File: config.mk
export PLATFORM = sky130hd
export DESIGN_NAME = writeback_queue
export DESIGN_NICKNAME = d
export VERILOG_FILES = /design/src/rtl/writeback_queue.sv
export SDC_FILE = /design/constraint.sdc
export NUM_CORES = 1
export LEC_CHECK = 0
export ABC_AREA = 1
export BUFFER_PORTS_ARGS = -buffer_cell sky130_fd_sc_hd__buf_4
export CORE_MARGIN = 8
export CORE_UTILIZATION = 40
export CTS_BUF_LIST = sky130_fd_sc_hd__clkbuf_8
export DETAILED_ROUTE_END_ITERATION = 8
export SLEW_MARGIN = 20
export SYNTH_ARGS = -nofsm -noshare
export SYNTH_HDL_FRONTEND = slang
export SYNTH_SLANG_ARGS = --single-unit
File: constraint.sdc
create_clock -name clk -period 6.1 [get_ports clk]
set_clock_uncertainty 0.15 [all_clocks]
set_input_delay 0.915 -clock clk [delete_from_list [all_inputs] [get_ports clk]]
set_output_delay 0.915 -clock clk [all_outputs]
set_load 0.1 [all_outputs]
File: src/rtl/writeback_queue.sv
// In-order write-back FIFO feeding the register file's single write port (WE3/A3/WD3),
// with two pending-write lookup ports for decode forwarding. Define WB_QUEUE_STATS_EN for stall/commit counters.
module writeback_queue #(
  parameter int DATA_WIDTH = 32,
  parameter int ADDR_WIDTH = 5,
  parameter int DEPTH      = 4
) (
  input  logic                  clk,
  input  logic                  rst_n,
  input  logic                  ex_valid,
  input  logic [ADDR_WIDTH-1:0] ex_rd,
  input  logic [DATA_WIDTH-1:0] ex_data,
  output logic                  ex_ready,
  input  logic                  mem_valid,
  input  logic [ADDR_WIDTH-1:0] mem_rd,
  input  logic [DATA_WIDTH-1:0] mem_data,
  output logic                  mem_ready,
  output logic                  WE3,
  output logic [ADDR_WIDTH-1:0] A3,
  output logic [DATA_WIDTH-1:0] WD3,
  input  logic [ADDR_WIDTH-1:0] A1,
  input  logic [ADDR_WIDTH-1:0] A2,
  output logic                  fwd1_hit,
  output logic [DATA_WIDTH-1:0] fwd1_data,
  output logic                  fwd2_hit,
  output logic [DATA_WIDTH-1:0] fwd2_data
`ifdef WB_QUEUE_STATS_EN
  ,
  output logic [15:0]           stall_cycles,
  output logic [15:0]           writes_committed
`endif
);

  localparam int PTR_W = $clog2(DEPTH);
  localparam logic [PTR_W:0] DEPTH_C = (PTR_W+1)'(DEPTH);
  localparam logic [PTR_W:0] TWO_C   = (PTR_W+1)'(2);

  logic [ADDR_WIDTH-1:0] rd_mem   [DEPTH];
  logic [DATA_WIDTH-1:0] data_mem [DEPTH];

  logic [PTR_W-1:0] head_reg, head_next, tail_reg, tail_next, ex_slot;
  logic [PTR_W:0]   count_reg, count_next, free;
  logic             mem_push, ex_push, pop;
  logic [DEPTH-1:0] slot_valid;

  // Ready looks only at registered occupancy so it never waits on this cycle's pop.
  assign free      = DEPTH_C - count_reg;
  assign mem_ready = (free != '0);
  assign ex_ready  = (free >= TWO_C) || ((free != '0) && !mem_valid);

  // Writes to x0 complete the handshake but are dropped here.
  assign mem_push = mem_valid && mem_ready && (mem_rd != '0);
  assign ex_push  = ex_valid && ex_ready && (ex_rd != '0);
  assign pop      = (count_reg != '0);
  assign ex_slot  = tail_reg + PTR_W'(mem_push);

  always_comb begin
    head_next  = head_reg + PTR_W'(pop);
    tail_next  = tail_reg + PTR_W'(mem_push) + PTR_W'(ex_push);
    count_next = count_reg + (PTR_W+1)'(mem_push) + (PTR_W+1)'(ex_push) - (PTR_W+1)'(pop);
  end

  always_ff @(posedge clk or negedge rst_n) begin
    if (!rst_n) begin
      head_reg  <= '0;
      tail_reg  <= '0;
      count_reg <= '0;
    end else begin
      head_reg  <= head_next;
      tail_reg  <= tail_next;
      count_reg <= count_next;
    end
  end

  // Storage needs no reset: slot_valid gates every read.
  always_ff @(posedge clk) begin
    for (int i = 0; i < DEPTH; i++) begin
      if (mem_push && tail_reg == PTR_W'(i)) begin
        rd_mem[i]   <= mem_rd;
        data_mem[i] <= mem_data;
      end else if (ex_push && ex_slot == PTR_W'(i)) begin
        rd_mem[i]   <= ex_rd;
        data_mem[i] <= ex_data;
      end
    end
  end

  for (genvar gi = 0; gi < DEPTH; gi++) begin : g_slot
    logic [PTR_W-1:0] age;
    assign age            = PTR_W'(gi) - head_reg;
    assign slot_valid[gi] = ({1'b0, age} < count_reg);
  end

  assign WE3 = pop;
  assign A3  = pop ? rd_mem[head_reg]   : '0;
  assign WD3 = pop ? data_mem[head_reg] : '0;

  // Walk oldest to youngest so the last match is the youngest write.
  always_comb begin
    logic [PTR_W-1:0] idx;
    fwd1_hit  = 1'b0;
    fwd1_data = '0;
    fwd2_hit  = 1'b0;
    fwd2_data = '0;
    idx       = '0;
    for (int k = 0; k < DEPTH; k++) begin
      idx = head_reg + PTR_W'(k);
      if (slot_valid[idx] && (A1 != '0) && (rd_mem[idx] == A1)) begin
        fwd1_hit  = 1'b1;
        fwd1_data = data_mem[idx];
      end
      if (slot_valid[idx] && (A2 != '0) && (rd_mem[idx] == A2)) begin
        fwd2_hit  = 1'b1;
        fwd2_data = data_mem[idx];
      end
    end
  end

`ifdef WB_QUEUE_STATS_EN
  logic stall;
  assign stall = (ex_valid && !ex_ready) || (mem_valid && !mem_ready);

  always_ff @(posedge clk or negedge rst_n) begin
    if (!rst_n) begin
      stall_cycles     <= '0;
      writes_committed <= '0;
    end else begin
      if (stall && stall_cycles != 16'hFFFF)
        stall_cycles <= stall_cycles + 16'd1;
      if (WE3 && writes_committed != 16'hFFFF)
        writes_committed <= writes_committed + 16'd1;
    end
  end
`endif

endmodule

==> results of run 1 <==
-- final cells by class --
cell class / instances / share of cell area, %
Multi-Input combinational cell: 1830 / 48.9
Sequential cell: 155 / 27.8
Timing Repair Buffer: 222 / 10.1
Inverter: 303 / 6.88
Tap cell: 468 / 3.52
Clock buffer: 17 / 1.41
Clock inverter: 15 / 1.35
Antenna cell: 1 / 0.0150
-- through the flow --
step,util [%],cells,setup WS [ps]
6_report,45.7,3011,440
2_1_floorplan,-,2452,813
4_1_cts,45.6,3010,519
5_1_grt,45.7,3010,201
3_3_place_gp,44.4,2978,1120
3_5_place_dp,44.4,2978,1040
-- critical path, stage by stage (launching register included) --
cell and delay [ps]:
dfrtp_2 390, buf_4 620, nand2_1 220, nand2_4 250
nand3_1 160, nand3_1 100, nand3_1 100, nor2_2 110
buf_4 440, nand2_2 690, nand2_1 240, nand2_1 70
nand2_1 60, nand2_1 170, nand2_1 110, buf_4 290
-- how the worst min path moves through the flow --
stage	depth (start not counted)	end	slack (ps)	start
2_1_floorplan	1	head_reg[0]$_DFF_PN0_	350	head_reg[0]$_DFF_PN0_
3_3_place_gp	2	count_reg[2]$_DFF_PN0_	460	count_reg[1]$_DFF_PN0_
3_5_place_dp	2	count_reg[2]$_DFF_PN0_	480	count_reg[1]$_DFF_PN0_
4_1_cts	1	head_reg[0]$_DFF_PN0_	60	rst_n
5_1_grt	1	tail_reg[0]$_DFF_PN0_	60	rst_n
6_report	1	head_reg[0]$_DFF_PN0_	80	rst_n
-- kinds of logic (layout without fill, tap and decap cells) --
family,Yosys count,count (layout),share of synthesized area [%]
buf+inv,467,557,13.5
other cells,0,1,0
compound gates,423,423,14.6
fa+ha+maj,13,13,1.16
flops,155,155,31.4
simple gates,1382,1382,38.7
xor+xnor,12,12,0.715
-- routing by layer --
layer,vias to the layer above,global-route usage (%)
met1,7055,36.4
met5,-,0
met2,711,37.7
met4,8,5.68
met3,70,6.07
li1,7947,-
-- synthesized netlist by cell type (all sizes together) (7+ instances only) --
library cell and n:
inv 303, dfrtp 7, edfxtp 148, clkbuf 61
nor2 60, nand3 270, xor2 10, buf 103
nand2 1037, o21ai 416, ha 12, nand4 7
-- cell usage in the layout (no fill, tap or decap), drive strengths merged, types with 2 or more instances in the layout --
cell and count:
nand2 1037, o21ai 416, inv 311, nand3 270, buf 222, edfxtp 148, nor2 60, clkbuf 17
ha 12, xor2 10, nand4 7, dfrtp 7, bufinv 4, nor3 4, o211ai 3, a21boi 2
xnor2 2, clkinv 2
==> out/metrics.yaml, run 1 <==
postRouteAntennaNets: 0
ys_ff_latch: 155
met3_length_um: 5570
synth_area_sq_um: 14700
top_layer: "met5"
dp_hpwl_um: 40200
report.final.slew_viol_count: 0
seq_area_sq_um: 4620
drc: 0
area_growth_pct: 13.2
path_clk_slew_ps: 90
r2r_cells: 15
rows: 70
min_period_ps: 5660
synth_seq_area_share_pct: 31.4
post-cts-setup-buffer-count: 0
htree_num_levels: 4
fillers: 3803
crit_start: "head_reg[1]$_DFF_PN0_"
grt_use_total_pct: 25.3
grt_pass1_vias: 14300
synth_largest_type_area_fraction_pct: 30.2
initialDrtViolationCount: 1671
finalSetupViolations: 0
antenna_found_initial: 5
fin_area_sq_um: 16600
largest_reg_flops: 128
setup_tns_ps: 0
r2r_end: "rd_mem[0][3]$_DFFE_PP_"
slew_headroom_pct: 26.9
rsz0062_at_grt: "false"
hp-class: "in2async"
hold_ws_ps: 84.7
grt_start_max_net_pins: 151
numCtsBuffers: 17
synth.net_count: 2553
hold_violations: 0
crit_required_ps: 5030
drive_gt1_share_pct: 11.8
met1_length_um: 26200
initial_core_util_pct: 40.3
multi_input_area_sq_um: 8140
rr_startpoint: "count_reg[1]$_DFF_PN0_"
clock_sink_count: 155
postCtsHoldBufs: 0
crit_end: "fwd2_data[17]"
async_flop_share_pct: 4.52
worstPathArrival_ps: 4600
ios: 194
endpoint_kind: "output pin"
gp_congestion: 0.889
fmax_ghz: 0.177
syn_inst: 2452
ys_types: 37
worstSetupPathType: "reg2out"
placement.cell_area_sq_um: 16200
min_period_over_period_pct: 92.8
clockRootBuffer: "clkbuf_8"
fp.dieW_um: 208
outcome: "completed"
routedWlPerCell_um: 18.6
synth-main-ff-cell: "edfxtp_1"
cts_tree: "done"
worst_slew_pin_slew_ps: 1100
r2r_slack_ps: 1850
synthTopCellsByArea: "edfxtp_1, nand2_1, o21ai_0"
firstDrtPassIters: 6
synth_area_leader_cell: "edfxtp_1"
critPathMaxFanout: 80
synth_edf_count: 148
wl_um: 56100
critPathLaunchType: "flip-flop"
max-cap-violations: 0
yosysWarnings: 0
wl_met2_um: 23500
dieArea_sq_um: 43100
clockBufferDepth: 2
die_h_um: 208
insertion_delay_ps: 470
final_nets: 2630
cts_resized: 0
grt_overflow: 0
core_area_sq_um: 36400
num_vias: 15800
vias_per_cell: 5.24
grt_pass1_wl_um: 86000
postSynthAreaPerCell_sq_um: 5.99
portBuffers: 193
Power of run 1 is not shown: default switching activity piles up to over one toggle a cycle in this logic, so the estimate is an artifact.
==> inputs of run 2 (changes only) <==
Settings changed: ABC_AREA 1 to unset.
Clock period 6.1 ns to 5.8 ns, I/O delays scaled along.
==> run 2 against run 1 <==
  * Worst setup slack got worse by 31 ps
  * Count of clock-buffer cells in the layout unchanged
  * Wire length decreased by 20%
  * Sequential share of layout area increased by 0.96 points
  * Largest cell class unchanged
  * Worst hold slack got worse by 21 ps
  * Die area decreased by 7.6%
  * Critical path type unchanged
  * Non-clock buffer count increased by 2
==> out/metrics.yaml, run 2 <==
outcome: "completed"
worst_slew_pin_slew_ps: 928  # -168 ps
vias_per_cell: 5.88  # +12%
final_cell_mix: "buf_4, mux2_2, edfxtp_1"
dp_hpwl_um: 30600  # -24%
postCtsHoldBufs: 0  # unchanged
async_flop_share_pct: 4.52  # unchanged
firstDrtPassIters: 5  # -1
synth_largest_type_area_fraction_pct: 32.9  # +2.7 points
fmax_ghz: 0.185
wl_um: 44600  # -20%
min_period_over_period_pct: 93.0
yosysWarnings: 0  # unchanged
die_h_um: 200  # -3.9%
dieArea_sq_um: 39900  # -7.6%
gp_congestion: 0.911  # +2.5%
final_nets: 1589  # -40%
critPathLaunchType: "flip-flop"
synth_area_sq_um: 13500  # -8.2%
crit_required_ps: 4780  # -250 ps
hold_ws_ps: 63.5  # -21.2 ps
endpoint_kind: "output pin"
synth_common_cells: "mux2_2, edfxtp_1, nor2_1"
placement.cell_area_sq_um: 15700  # -2.8%
synth_edf_count: 148  # unchanged
initial_core_util_pct: 40.4  # +0.10 points
numCtsBuffers: 17  # unchanged
drc: 0  # unchanged
postRouteAntennaNets: 0  # unchanged
antenna_found_initial: 1  # -4
synth.net_count: 1473  # -42%
worstSetupPathType: "reg2out"
path_clk_slew_ps: 100  # about the same
synth_area_leader_cell: "edfxtp_1"
grt_pass1_vias: 11600  # -18%
drive_gt1_share_pct: 33.5  # +22 points
postSynthAreaPerCell_sq_um: 9.84  # +64%
grt_pass1_wl_um: 67900  # -21%
report.final.slew_viol_count: 0  # unchanged
finalSetupViolations: 0  # unchanged
dp.cells: 1917  # -36%
clock_sink_count: 155  # unchanged
synthTopCellsByArea: "edfxtp_1, mux2_2, mux2i_1"
grt_overflow: 0  # unchanged
synth_seq_area_share_pct: 34.2  # +2.8 points
portBuffers: 193  # unchanged
critPathMaxFanout: 35  # -56%
clockBufferDepth: 2  # unchanged
area_growth_pct: 19.2
insertion_delay_ps: 460  # about the same
ys_types: 63  # +70%
rows: 67  # -4.3%
worstPathArrival_ps: 4370  # -230 ps
largest_reg_flops: 128  # unchanged
rsz0062_at_grt: "false"
ios: 194  # unchanged
num_vias: 11500  # -27%
max-cap-violations: 0  # unchanged
initialDrtViolationCount: 847  # -49%
slew_headroom_pct: 36.5  # +9.6 points
grt_use_total_pct: 22.1  # -3.2 points
clockRootBuffer: "clkbuf_8"
fp.dieW_um: 200  # -3.9%
hold_violations: 0  # unchanged
htree_num_levels: 4  # unchanged
fin_cells: 1949  # -35%
fin_area_sq_um: 16100  # -3.3%
grt_start_max_net_pins: 100  # -34%
core_area_sq_um: 33400  # -8.4%
yosysMostFrequentCell: "mux2_2"
syn_inst: 1372  # -44%
cts_tree: "done"
routedWlPerCell_um: 22.9  # +23%
synth-main-ff-cell: "edfxtp_1"
fillers: 3166  # -17%
hp-class: "in2async"
min_period_ps: 5390
final_common_cell: "buf_4"
ys_ff_latch: 155  # unchanged
post-route-util_pct: 48.2  # +2.6 points
run 2: changes by cell type in the layout (fill, tap and decap cells not counted), moves of 62 or more:
cell / previous run / this run
nand2_1: 1025 / 84
o21ai_0: 352 / 39
inv_1: 298 / 13
nand3_1: 261 / 0
mux2_2: 0 / 176
a21oi_1: 1 / 99
mux2i_1: 0 / 79
and2_1: 1 / 69
nor3_1: 1 / 67
nor2_1: 49 / 111
run 2: worst paths after layout:
kind / endpoint / slack, ps / cells past startpoint / startpoint
max: fwd1_data[30] / 410 / 9 / head_reg[0]$_DFF_PN0_
min: count_reg[0]$_DFF_PN0_ / 60 / 1 / rst_n
max reg2reg: data_mem[2][1]$_DFFE_PP_ / 1920 / 10 / count_reg[0]$_DFF_PN0_
min reg2reg: count_reg[2]$_DFF_PN0_ / 480 / 2 / count_reg[1]$_DFF_PN0_
max in group asynchronous: head_reg[1]$_DFF_PN0_ / 5280 / 1 / rst_n
min in group clk: count_reg[2]$_DFF_PN0_ / 480 / 2 / count_reg[1]$_DFF_PN0_
run 2: cells by family (layout without fill, tap and decap cells):
family                   after synthesis  after routing  share of synthesized area (%)
XOR/XNOR                              44             44                           2.86
multiplexers                         279            279                           23.9
buffers and inverters                142            270                           4.87
flip-flops                           155            155                           34.2
adder cells (fa/ha/maj)               13             13                           1.26
other                                  0              1                              0
AND/OR/NAND/NOR                      397            397                           14.2
AO/OA/AOI/OAI                        342            342                           18.6
run 2: critical path: stages (launching register included):
cell,delay (ps)
dfrtp_4,710
mux4_1,680
a211oi_1,230
a21oi_1,70
nor3_1,510
a211oi_4,120
buf_4,300
a2111oi_0,870
a211oi_4,100
buf_4,280
run 2: what timing repair did:
| action | in CTS | in global routing |
|---|---|---|
| buffers inserted | 0 | 0 |
| gates resized for setup | 0 | 1 |
| setup endpoints to repair | 0 | 2 |
run 2: layer usage:
metal  share of wire, %  vias up  track usage (%)
met3                6.2       57             3.32
met4                2.1        0             6.35
met5                  0        -                0
li1                   -     5409                -
met2                 50      393             38.5
met1                 42     5610             28.1
run 2: layout make-up:
type	count	area, sq um	area share (%)
antenna	1	2.50	0.0156
clock buffer	17	234	1.45
clock inverter	14	136	0.848
inverter	15	57.6	0.358
multi-input combinational	1075	8700	54.1
sequential	155	4630	28.8
tap	448	561	3.48
timing repair buffer	224	1770	11.0
run 2: per-stage QoR:
step                worst slack [ps]  setup TNS (ps)
global route                     110               0
floorplan                       -489          -36400
detailed placement               832               0
finish                           408               0
CTS                              298               0
global placement                 925               0
Power of run 2 is left out for the same reason.
